<file path="src/rtl/pic24_pkg.sv">
// rtl/pic24_pkg.sv - shared types and helpers for the PIC24 program counter
package pic24_pkg;

    typedef enum logic [0:0] {
        StIdle,
        StLoadHi
    } pc_state_e;

    localparam int PC_LSW_BITS = 15;

    // Sign-extend the low 'width' bits of off to 32 bits; callers truncate to the PC word width.
    function automatic logic [31:0] sext_off(input logic [31:0] off, input int unsigned width);
        logic signed [31:0] t;
        t = $signed(off << (32 - width));
        return $unsigned(t >>> (32 - width));
    endfunction

endpackage

</file>
<file path="src/rtl/pc_ret_stack.sv">
// rtl/pc_ret_stack.sv - return-address LIFO for the program counter
module pc_ret_stack #(
    parameter int WIDTH = 22,
    parameter int DEPTH = 4
) (
    input  logic             clk_i,
    input  logic             rst_i,
    input  logic             push,
    input  logic             pop,
    input  logic [WIDTH-1:0] din,
    output logic [WIDTH-1:0] dout,
    output logic             full,
    output logic             empty
);

    localparam int PTR_W = $clog2(DEPTH + 1);
    localparam int IDX_W = (DEPTH > 1) ? $clog2(DEPTH) : 1;

    logic [PTR_W-1:0] ptr_q;
    logic [WIDTH-1:0] mem_q [DEPTH];
    logic [IDX_W-1:0] wr_idx;
    logic [IDX_W-1:0] top_idx;

    assign full    = (ptr_q == PTR_W'(DEPTH));
    assign empty   = (ptr_q == '0);
    assign wr_idx  = IDX_W'(ptr_q);
    assign top_idx = IDX_W'(ptr_q - PTR_W'(1));
    // Top entry is meaningless while empty; the caller gates pops on empty.
    assign dout    = mem_q[top_idx];

    always_ff @(posedge clk_i) begin
        if (rst_i) begin
            ptr_q <= '0;
        end else if (push && !full) begin
            ptr_q <= ptr_q + PTR_W'(1);
        end else if (pop && !empty) begin
            ptr_q <= ptr_q - PTR_W'(1);
        end
    end

    always_ff @(posedge clk_i) begin
        if (push && !full) begin
            mem_q[wr_idx] <= din;
        end
    end

endmodule

</file>
<file path="src/rtl/pc_sequencer.sv">
// rtl/pc_sequencer.sv - PIC24 program counter with two-word load and call/return stack
module pc_sequencer
    import pic24_pkg::*;
#(
    parameter int          PC_WIDTH     = 23,
    parameter int          DATA_WIDTH   = 16,
    parameter int          STACK_DEPTH  = 4,
    parameter logic [31:0] RESET_VECTOR = 32'h0
) (
    input  logic                  clk_i,
    input  logic                  rst_i,
    input  logic                  pcinc_i,
    input  logic                  branch_i,
    input  logic [DATA_WIDTH-1:0] branch_off_i,
    input  logic                  pcload_i,
    input  logic                  call_i,
    input  logic                  ret_i,
    input  logic [DATA_WIDTH-1:0] databus_i,
    output logic [PC_WIDTH:0]     pc_addr_o,
    output logic                  busy_o,
    output logic                  stk_ovf_o,
    output logic                  stk_unf_o
);

    localparam int WORD_W   = PC_WIDTH - 1;
    localparam int MSW_BITS = WORD_W - PC_LSW_BITS;

    pc_state_e                state_q;
    pc_state_e                state_d;
    logic [WORD_W-1:0]        pc_q;
    logic [WORD_W-1:0]        pc_inc;
    logic [WORD_W-1:0]        pc_branch;
    logic [WORD_W-1:0]        stk_dout;
    logic [PC_LSW_BITS-1:0]   stage_q;
    logic                     do_load;
    logic                     do_call;
    logic                     do_ret;
    logic                     do_branch;
    logic                     do_inc;
    logic                     stk_push;
    logic                     stk_pop;
    logic                     stk_full;
    logic                     stk_empty;

    always_ff @(posedge clk_i) begin
        if (rst_i) begin
            state_q <= StIdle;
        end else begin
            state_q <= state_d;
        end
    end

    always_comb begin
        state_d = StIdle;
        case (state_q)
            StIdle:   state_d = (pcload_i || call_i) ? StLoadHi : StIdle;
            StLoadHi: state_d = StIdle;
            default:  state_d = StIdle;
        endcase
    end

    // Strobes are only honoured in StIdle, one per cycle in fixed priority order.
    always_comb begin
        busy_o    = 1'b0;
        do_load   = 1'b0;
        do_call   = 1'b0;
        do_ret    = 1'b0;
        do_branch = 1'b0;
        do_inc    = 1'b0;
        case (state_q)
            StIdle: begin
                do_load   = pcload_i;
                do_call   = !pcload_i && call_i;
                do_ret    = !pcload_i && !call_i && ret_i;
                do_branch = !pcload_i && !call_i && !ret_i && branch_i;
                do_inc    = !pcload_i && !call_i && !ret_i && !branch_i && pcinc_i;
            end
            StLoadHi: busy_o = 1'b1;
            default:  busy_o = 1'b0;
        endcase
    end

    assign pc_inc    = pc_q + WORD_W'(1);
    assign pc_branch = pc_inc + WORD_W'(sext_off(32'(branch_off_i), DATA_WIDTH));
    assign stk_push  = do_call && !stk_full;
    assign stk_pop   = do_ret && !stk_empty;
    assign pc_addr_o = {1'b0, pc_q, 1'b0};

    // The PC is only written once the MSW arrives, so a reset mid-load leaves no partial address.
    always_ff @(posedge clk_i) begin
        if (rst_i) begin
            pc_q      <= RESET_VECTOR[PC_WIDTH-1:1];
            stage_q   <= '0;
            stk_ovf_o <= 1'b0;
            stk_unf_o <= 1'b0;
        end else begin
            if (state_q == StLoadHi) begin
                pc_q <= {databus_i[MSW_BITS-1:0], stage_q};
            end else if (do_load || do_call) begin
                stage_q <= databus_i[PC_LSW_BITS:1];
            end else if (stk_pop) begin
                pc_q <= stk_dout;
            end else if (do_branch) begin
                pc_q <= pc_branch;
            end else if (do_inc) begin
                pc_q <= pc_inc;
            end
            if (do_call && stk_full) begin
                stk_ovf_o <= 1'b1;
            end
            if (do_ret && stk_empty) begin
                stk_unf_o <= 1'b1;
            end
        end
    end

    pc_ret_stack #(
        .WIDTH (WORD_W),
        .DEPTH (STACK_DEPTH)
    ) u_ret_stack (
        .clk_i (clk_i),
        .rst_i (rst_i),
        .push  (stk_push),
        .pop   (stk_pop),
        .din   (pc_inc),
        .dout  (stk_dout),
        .full  (stk_full),
        .empty (stk_empty)
    );

endmodule
</file>
<file path="config.mk">
export PLATFORM = sky130hd
export DESIGN_NAME = pc_sequencer
export DESIGN_NICKNAME = d
export VERILOG_FILES = /design/src/rtl/pic24_pkg.sv /design/src/rtl/pc_ret_stack.sv /design/src/rtl/pc_sequencer.sv
export SDC_FILE = /design/constraint.sdc
export NUM_CORES = 1
export LEC_CHECK = 0
export CORE_MARGIN = 1
export CORE_UTILIZATION = 55
export DETAILED_ROUTE_END_ITERATION = 12
export PLACE_DENSITY = 0.77
export SYNTH_ARGS = -nofsm -noshare
export SYNTH_HDL_FRONTEND = slang
export SYNTH_HIERARCHICAL = 1
export SYNTH_SLANG_ARGS = --single-unit
</file>
<file path="constraint.sdc">
create_clock -name clk_i -period 3.7 [get_ports clk_i]
set_input_delay 0.925 -clock clk_i [delete_from_list [all_inputs] [get_ports clk_i]]
set_output_delay 0.925 -clock clk_i [all_outputs]
set_load 0.05 [all_outputs]
</file>
* Yosys cells after proc, flatten, opt, wreduce, memory -nomap -nowiden
Memory sizes are Yosys's and may differ from the RTL's. Index checks and enable logic that the tools add are counted.
Word-level totals: register bits after elaboration 43, latch bits 0, bits in writable memories 88, memory bits (read-only) 0, input port bits 39, output and inout port bits 27, word-level logic and storage cells 57, memories 1
Cells by class: $add $sub $neg 4, multiply operators 0, divide/modulo/power cells 0, order comparisons 0, equal/unequal tests 2, shift operators 0, muxes and demuxes 17, bitwise operators 1, reductions and logical operators 26
Memories:
- u_ret_stack.mem_q | words 4, width 22, read ports 1, clocked after memory_dff 0, write ports 1, RTL line pc_ret_stack.sv:20 | logic [WIDTH-1:0] mem_q [DEPTH];
Operator list (count):
- 2-to-1 mux 22 bit | 5
- adder 22 x 1 -> 22 bit, second input constant | 1
- adder 22 bit | 1
- logical AND 1 bit | 13
- 2-to-1 mux 1 bit | 9
- zero test 1 bit | 6
- 2-to-1 mux 3 bit | 2
- AND reduction 2 bit | 2
- nonzero test 4 bit | 1
- adder 3 x 1 -> 3 bit, second input constant | 1
- equality test 3 bit, second input constant | 1
- zero test 3 bit | 1
- subtractor 3 x 1 -> 3 bit, second input constant | 1
- logical OR 1 bit | 2
- != test 2 bit, second input constant | 1
- case mux 1 bit (2 select lines) | 1
- nonzero test 2 bit | 1
- NOT 1 bit | 1

* Logic depth before layout (Yosys ltp)
depth after elaboration 11, gate-level depth with buffers 15, gate-level depth less buffers 15

* By module
The synthesis kept the hierarchy.
By module, submodules not included:
- pc_sequencer | instances 1, cells an instance 497, area an instance 3704.8 sq um, sequential area each 800.8 sq um
- pc_ret_stack | instances 1, cells an instance 148, area an instance 3478.3 sq um, sequential area each 2702.6 sq um

* Worst setup path before layout
Ideal clock, no wire load.
path type register to register, from reg pc_q[0], to reg pc_q[19], library setup time 138 ps, arrival time 3533 ps, data required time 3562 ps, setup slack 29 ps, stages on the path, launching flop included 16, path buffers 0, clock period less this slack 3671 ps, cells stage by stage dfxtp_1 > ha_1 > and4_1 > nand3_1 > nor2_1 > xor2_1 > ha_1 > a21o_1 > a21oi_1 > o21ai_0 > and3_1 > a221oi_2 > mux2i_1 > nand3_1 > o211ai_1 > a221oi_2
On the way: longest elaborated chain between the ends 6, elaborated cells on any way between the ends 7, those cells by class 2 x add/sub; 5 x mux
Ends and longest elaborated chain:
- start, declared | RTL line pc_sequencer.sv:30 | logic [WORD_W-1:0] pc_q;
- start signal, assigned | RTL line pc_sequencer.sv:92 | pc_q <= RESET_VECTOR[PC_WIDTH-1:1];
- start signal, assigned | RTL line pc_sequencer.sv:98 | pc_q <= {databus_i[MSW_BITS-1:0], stage_q};
- start signal, assigned | RTL line pc_sequencer.sv:102 | pc_q <= stk_dout;
- adder 22 x 1 -> 22 bit | RTL line pc_sequencer.sv:83 | assign pc_inc = pc_q + WORD_W'(1);
- named net pc_inc[12] | RTL line pc_sequencer.sv:31 | logic [WORD_W-1:0] pc_inc;
- adder 22 bit | RTL line pc_sequencer.sv:84 | assign pc_branch = pc_inc + WORD_W'(sext_off(32'(branch_off_i), DATA_WIDTH));
- 2-to-1 mux 22 bit | RTL line pc_sequencer.sv:103 | end else if (do_branch) begin
- 2-to-1 mux 22 bit | RTL line pc_sequencer.sv:101 | end else if (stk_pop) begin
- 2-to-1 mux 22 bit | RTL line pc_sequencer.sv:99 | end else if (do_load || do_call) begin
- 2-to-1 mux 22 bit | RTL line pc_sequencer.sv:97 | if (state_q == StLoadHi) begin
The timed path passes the listed nets, and every way through them passes these cells. The select of a mux whose other input is x is not followed. A chain may end at the register's enable or synchronous reset.

* Worst setup path in the final report
from reg pc_q[1], to reg pc_q[19]
Same word-level chain as after synthesis.

==> impl_metrics.py <==
metrics = {
    "outcome": {
        "outcome": "finished clean",
    },
    "timing": {
        "clock_skew_ns": 0.00714,
        "finalSetupViolCount": 0,
        "min_period_over_period_pct": 94.8,
        "slew_viol_final": 0,
        "worst_slack_ns": 0.192,
        "layout_min_cycle_time_ns": 3.51,
        "worstMarginPinSlew_ns": 1.12,
        "slew_headroom_pct": 25.5,
        "hold_viol": 0,
        "fmax_mhz": 285,
    },
    "global_route": {
        "grt_max_degree": 29,
        "antenna_found_initial": 0,
        "grt-ovfl-total": 0,
        "grt_usage_pct": 30.4,
        "grt_first_pass_wirelength_microns": 29900,
        "grt_pass1_vias": 5808,
    },
    "clocking": {
        "cts_root_buf": "clkbuf_16",
        "cts_tree": "yes",
        "cts_buffers": 17,
        "htreeDepth": 4,
        "post_cts_buffers": 0,
        "clk-insertion-delay-late_ns": 0.42,
        "ctsHoldBuffers": 0,
        "clkSinkCount": 131,
        "clkTransAtPathRegs_ns": 0.06,
        "clk_path_buf_depth": 2,
    },
    "critical_path": {
        "path_class": "flip-flop to flip-flop",
        "start_kind": "flip-flop",
        "end_kind": "flip-flop",
        "reg2reg_to": "pc_q[19]$_SDFFE_PP0P_",
        "arrival_ns": 3.80,
        "crit_chain": "ha_1 > and4_2 > nand3_2 > nor2_1 > xor2_1 > ha_1 > a21o_1 > a21oi_1 > o21ai_0 > and3_1 > a221oi_2 > mux2i_1 > nand3_1 > o211ai_1 > a221oi_2",
        "r2r-start": "pc_q[1]$_SDFFE_PP0P_",
        "crit_buf_inv": 0,
        "cp.required_ns": 3.99,
        "cp_top_family": "compound AO/OA/AOI/OAI gates",
        "cp_max_fo": 5,
        "slowest_stage": "dfxtp_1",
        "r2r_setup_slack_ns": 0.19,
        "worst_r2r_path_depth": 15,
        "slowest_delay_ns": 0.40,
    },
    "route": {
        "drtAntennaViolNets": 0,
        "viasPerCell": 6.24,
        "route.detailed.drc": 0,
        "dr.pass1.iters": 5,
        "vias": 5723,
        "wl_microns": 19300,
        "wl_per_cell_microns": 21.0,
        "drtIter0Drc": 565,
    },
    "synth": {
        "synth_seq_cells": 131,
        "yosysTopAreaCell": "edfxtp_1",
        "synth_fa_ha_area_share_pct": 6.38,
        "muxShareOfSynthArea_pct": 7.46,
        "synth_area_per_cell_sq_um": 11.1,
        "yosysSeqAreaShare_pct": 48.8,
        "synth_common_cells": "88 x edfxtp_1, 74 x nand2_1, 64 x a21oi_1",
        "synth_top_family_by_area": "simple AND/OR/NAND/NOR gates",
        "synth_edf_count": 88,
        "synth-xor-area-share_pct": 4.28,
        "syn_inst": 645,
        "synth_compound_area_share_pct": 14.7,
        "yosys-top-cells-area": "edfxtp_1 37%, dfxtp_1 12%, mux4_2 6.9%",
        "yosysWarnings": 6,
        "ys_async_sr_fraction_pct": 0,
        "yosys.area_share.simple_pct": 14.7,
        "synth.most_common_cell": "edfxtp_1",
        "synth_top_area_share_pct": 36.8,
        "synth_cell_types": 79,
        "netlist_area_sq_um": 7180,
        "synth_flop_cell": "edfxtp_1",
    },
    "cells_and_area": {
        "n_antenna_cell": 0,
        "syn_to_final_growth_pct": 21.5,
        "fin_nets": 808,
        "design_area_sq_um": 8730,
        "n_fill_cell": 955,
        "fin_util_pct": 68.9,
        "drive_above_1_share_pct": 17.2,
    },
    "floorplan": {
        "rows": 41,
        "start_util_pct": 56.7,
        "dieArea_sq_um": 13500,
        "fp.dieW_microns": 116,
        "fp.coreArea_sq_um": 12700,
        "die_h_microns": 116,
        "ios": 66,
    },
    "power": {
        "powerDensity_nw_per_um2": 444,
        "p_leak_nw": 3.13,
        "ir_worst_vdd_mv": 0.456,
        "finalPower_w": 0.00388,
    },
    "hold_path": {
        "min_to": "stage_q[0]$_SDFFE_PP0P_",
        "min_path_cells": 2,
        "hold_path.class": "flip-flop to flip-flop",
        "hold_start": "stage_q[0]$_SDFFE_PP0P_",
    },
    "flow_run": {
        "max-cap-violations": 0,
    },
    "place": {
        "gp_congestion": 0.971,
        "io_buffers": 63,
        "pre_cts_ws_ns": -0.183,
        "post_dp_cell_area_sq_um": 8150,
        "hpwl_microns": 13000,
    },
}
==> layer usage <==
metal / GRT usage [%] / routed length (microns) / vias to the layer above
li1: - / - / 2611
met4: 13.8 / 533 / 0
met1: 38.8 / 7850 / 2800
met5: 0 / 0 / -
met2: 50.0 / 9340 / 274
met3: 6.33 / 1540 / 38
==> final cells by class <==
cell class              count  area [sq um]  area share (%)
clock buffers              20           447            5.12
clock inverters            11           114            1.30
inverters                  11          41.3           0.473
multi-input cells         468          3460            39.7
flip-flops and latches    131          3500            40.2
well taps                 172           215            2.47
repair buffers            104           946            10.8
==> worst min-delay path, cell delays in order, from the launching register on <==
cell	delay, ns
dfxtp_1	0.31
nand2_1	0.05
a21oi_1	0.05
==> timing repair <==
item	4_1_cts	5_1_grt
setup endpoints to repair	0	5
resized for setup	0	5
hold endpoints to repair	0	0
==> worst max-delay path by stage <==
| stage | from | endpoint | slack (ns) | depth (start not counted) |
|---|---|---|---|---|
| detailed placement | branch_off_i[0] | pc_q[12]$_SDFFE_PP0P_ | -0.18 | 13 |
| CTS | pc_q[1]$_SDFFE_PP0P_ | pc_q[17]$_SDFFE_PP0P_ | 0.11 | 13 |
| finish | pc_q[1]$_SDFFE_PP0P_ | pc_q[19]$_SDFFE_PP0P_ | 0.19 | 15 |
| floorplan | pc_q[0]$_SDFFE_PP0P_ | pc_q[19]$_SDFFE_PP0P_ | 0.03 | 15 |
| global placement | branch_off_i[0] | pc_q[12]$_SDFFE_PP0P_ | -0.13 | 13 |
| global route | pc_q[2]$_SDFFE_PP0P_ | pc_q[19]$_SDFFE_PP0P_ | -0.05 | 15 |
==> cell usage in the layout (no fill, tap or decap), types with 19 or more instances in the layout <==
cell,Yosys,layout
clkdlybuf4s50_1,0,62
mux4_2,22,22
dfxtp_1,43,42
a21oi_1,64,63
nand2_1,74,74
edfxtp_1,88,88
ha_1,35,35
xnor2_1,20,19
nor2_1,46,46
buf_4,2,40
o21ai_0,19,19
==> cell families (layout without fill, tap and decap cells) <==
| group | Yosys count | in the layout |
|---|---|---|
| and+or+nand+nor | 208 | 208 |
| AOI/OAI and AO/OA | 163 | 163 |
| DFF | 131 | 131 |
| buffers and inverters | 47 | 146 |
| adders and majority gates | 36 | 36 |
| xor gates and xnor gates | 33 | 33 |
| muxes | 26 | 26 |
| other | 1 | 2 |
==> per-stage QoR <==
| step | std cells | setup TNS, ns | hold slack, ns |
|---|---|---|---|
| global route | 917 | -0.0481 | 0.482 |
| detailed placement | 886 | -0.674 | 0.447 |
| CTS | 917 | 0 | 0.463 |
| floorplan | 646 | 0 | 0.436 |
| finish | 917 | 0 | 0.465 |
| global placement | 886 | -0.355 | 0.444 |
==> where the power goes <==
group	internal (W)	switching [W]
clock	0.000995	0.000602
sequential	0.00162	0.0000373
combinational	0.000254	0.000370
==> sequential cells by signal (all words and copies together), names as in the netlist <==
name               cells
state_q                1
stage_q               15
u_ret_stack/ptr_q      3
stk_ovf_o              1
pc_q                  22
stk_unf_o              1
u_ret_stack/mem_q     88
(Power assumes the default switching activity.)
==> RTL edit: new RTL, same flow settings <==
The parameter `DATA_WIDTH` goes from 16 to 24.
--- a/src/rtl/pc_sequencer.sv
+++ b/src/rtl/pc_sequencer.sv
@@ -4,5 +4,5 @@
 #(
     parameter int          PC_WIDTH     = 23,
-    parameter int          DATA_WIDTH   = 16,
+    parameter int          DATA_WIDTH   = 24,
     parameter int          STACK_DEPTH  = 4,
     parameter logic [31:0] RESET_VECTOR = 32'h0
Ports: changed (resized branch_off_i and databus_i); port bits go from 66 to 82. No check against the original RTL was run, so the function may have changed too.
==> RTL edit against the original RTL <==
Count of clock-buffer cells in the layout is 1 higher; final area is 2.7% higher; setup slack worse by 0.037 ns; via count is 5.2% higher; clock power is 3% higher; clock skew is 0.0026 ns lower; total power is 4.4% higher; synthesized area is 2.5% higher; routed wire length is 5.9% higher; synthesized cell count is 2.0% higher; sequential share of layout area is 1.0 points lower; combinational power is 16% higher; sequential cell count stayed put; critical endpoint is now pc_q[21]$_SDFFE_PP0P_; largest cell class is now multi-input gates; highest routed layer unchanged.
==> RTL edit: results (changes against the original RTL) <==
The fraction of met2 tracks used by global routing is 46.1% (-3.9 points). The routed length on met3 is 1890 microns (+23%). The met1 usage is 40.9% (+2.1 points). The final worst hold slack came out at 0.462 ns (-0.00275 ns). The sequential area share after synthesis is 47.6% (-1.2 points). The final cell count without fillers came out at 939 (+2.4%).

The non-clock buffer count in the final layout came out at 110 (+5.8%). The setup slack of the worst register-to-register path came to 0.15 ns (-0.04 ns). The area of the multi-input gates was 3580 sq um (+3.5%). The maximum fanout count along the critical path came out at 6 (+1). The layout multi-input combinational cell count came to 478 (+2.1%). The leakage power came out at 0.00333 uW (+6.5%). The number of sequential cells in the layout was 131 (unchanged). The layout filler cell count is 927 (-2.9%). The post-detailed-placement cell area was 8330 sq um (+2.3%).

The routed length on met2 is 9210 microns (-1.4%). The first-iteration detailed-routing DRC count is 591 (+4.6%). The pin count of the biggest net entering global routing is 36 (+24%). The via count of the first global-routing pass came out at 5,859 (+0.88%).

The global-route usage over all layers is 30.6% (+0.14 points). The buffering overhead came out at 11.4% (+0.53 points). The fraction of final layout cells with drive strength greater than 1 came out at 17.1% (-0.10 points). The worst register-to-register path ends at pc_q[21]$_SDFFE_PP0P_. After synthesis, the most frequently instantiated cells are edfxtp_1 (88), nand2_1 (84), a21oi_1 (53). The adder-cell share of the synthesized area was 6.22% (-0.15 points). The wire length the detailed router placed on met1 is 8510 microns (+8.4%).

The number of synthesis warnings came to 6 (unchanged). The worst-case reg-to-reg path depth is 13 (-2). The endpoint arrival time on the critical path came out at 3.83 ns (+0.03 ns). The area inside the core boundary came out at 12,800 sq um (+1.2%). The worst stage delay on the critical path came out at 0.43 ns (+0.03 ns).

The number of instances in the placed design came out at 905 (+2.1%). The clock network area share came to 6.51% (+0.084 points). The run finished with clean final reports.

The areal power density over the cells came to 451 nW/um^2 (+1.7%). The count of port buffers added during placement came out at 69 (+9.5%). The wire length of the first global-routing pass came out at 31,600 microns (+5.7%). The number of non-clock inverters in the layout is 16 (+5). In the post-synthesis netlist, the biggest area contributors are edfxtp_1 (36%), dfxtp_1 (12%), mux4_2 (6.7%), ha_1 (5.9%), nand2_1 (4.3%). The via-per-instance ratio is 6.41 (+2.8%). The sequential share of cell area came out at 39.1% (-1.0 points).

The count of nets after finishing was 845 (+4.6%). The synthesized area divided by synthesized cell count came out at 11.2 sq um (+0.47%). The worst-case clock skew is 0.00452 ns (-0.00262 ns).

The routing usage on met3 is 8.33% (+2.0 points). The top layer reached by signal wires is met4. The count of cell types in the netlist came to 86 (+8.9%). The post-synthesis xor/xnor area fraction came to 3.77% (-0.51 points). The HPWL after detailed placement came out at 13,800 microns (+6.5%). The slew at the pin closest to its max-slew limit is 0.847 ns (-0.270 ns). The final weighted congestion of routability-driven global placement is 0.909 (-6.4%). The compound-cell area share of the yosys netlist came to 15.4% (+0.76 points). The clock buffer count came out at 21 (+5.0%).

The worst hold path terminates at stage_q[1]$_SDFFE_PP0P_. The aggregate routed wire length came out at 20,400 microns (+5.9%). For this design, the slowest cell found on the critical path is nor4_4.
==> RTL edit: cell count changes in the layout (fill, tap and decap cells not counted), moves of 4 or more <==
cell	before	now
xnor2_1	19	14
nor3_1	14	9
a31oi_1	6	10
o211ai_1	14	10
o32ai_1	2	6
nor2_1	46	36
nand2_1	74	84
a21oi_1	63	53
nand3_1	15	20
inv_1	10	15
clkdlybuf4s50_1	62	68
nand4_1	6	10
==> RTL edit: how the worst max path moves through the flow <==
stage	slack (ns)	endpoint	startpoint
2_1_floorplan	0.30	pc_q[20]$_SDFFE_PP0P_	pc_q[2]$_SDFFE_PP0P_
3_3_place_gp	-0.005	pc_q[20]$_SDFFE_PP0P_	branch_off_i[0]
4_1_cts	0.16	pc_q[21]$_SDFFE_PP0P_	pc_q[1]$_SDFFE_PP0P_
6_report	0.15	pc_q[21]$_SDFFE_PP0P_	pc_q[1]$_SDFFE_PP0P_
3_5_place_dp	-0.07	pc_q[12]$_SDFFE_PP0P_	branch_off_i[0]
5_1_grt	0.03	pc_q[20]$_SDFFE_PP0P_	pc_q[13]$_SDFFE_PP0P_
==> RTL edit: where the power goes <==
part           switching (uW)  internal (uW)  leakage [uW]
registers                48.7           1620       0.00115
clock network             642           1010      0.000293
logic                     429            295       0.00188
==> RTL edit: worst max-delay path, delay by kind of cell, from the launching register on <==
kind                       cells  cell delay [ns]
and+or+nand+nor                3             0.81
xor gates and xnor gates       1             0.31
DFF                            1             0.40
buffers and inverters          1             0.18
adders and majority gates      2             0.52
muxes                          1             0.26
AOI/OAI and AO/OA              5             0.93
==> RTL edit: repair_timing <==
item                       in CTS  in global routing
setup endpoints to repair       0                  2
setup buffers                   0                  2
resized for setup               0                  7
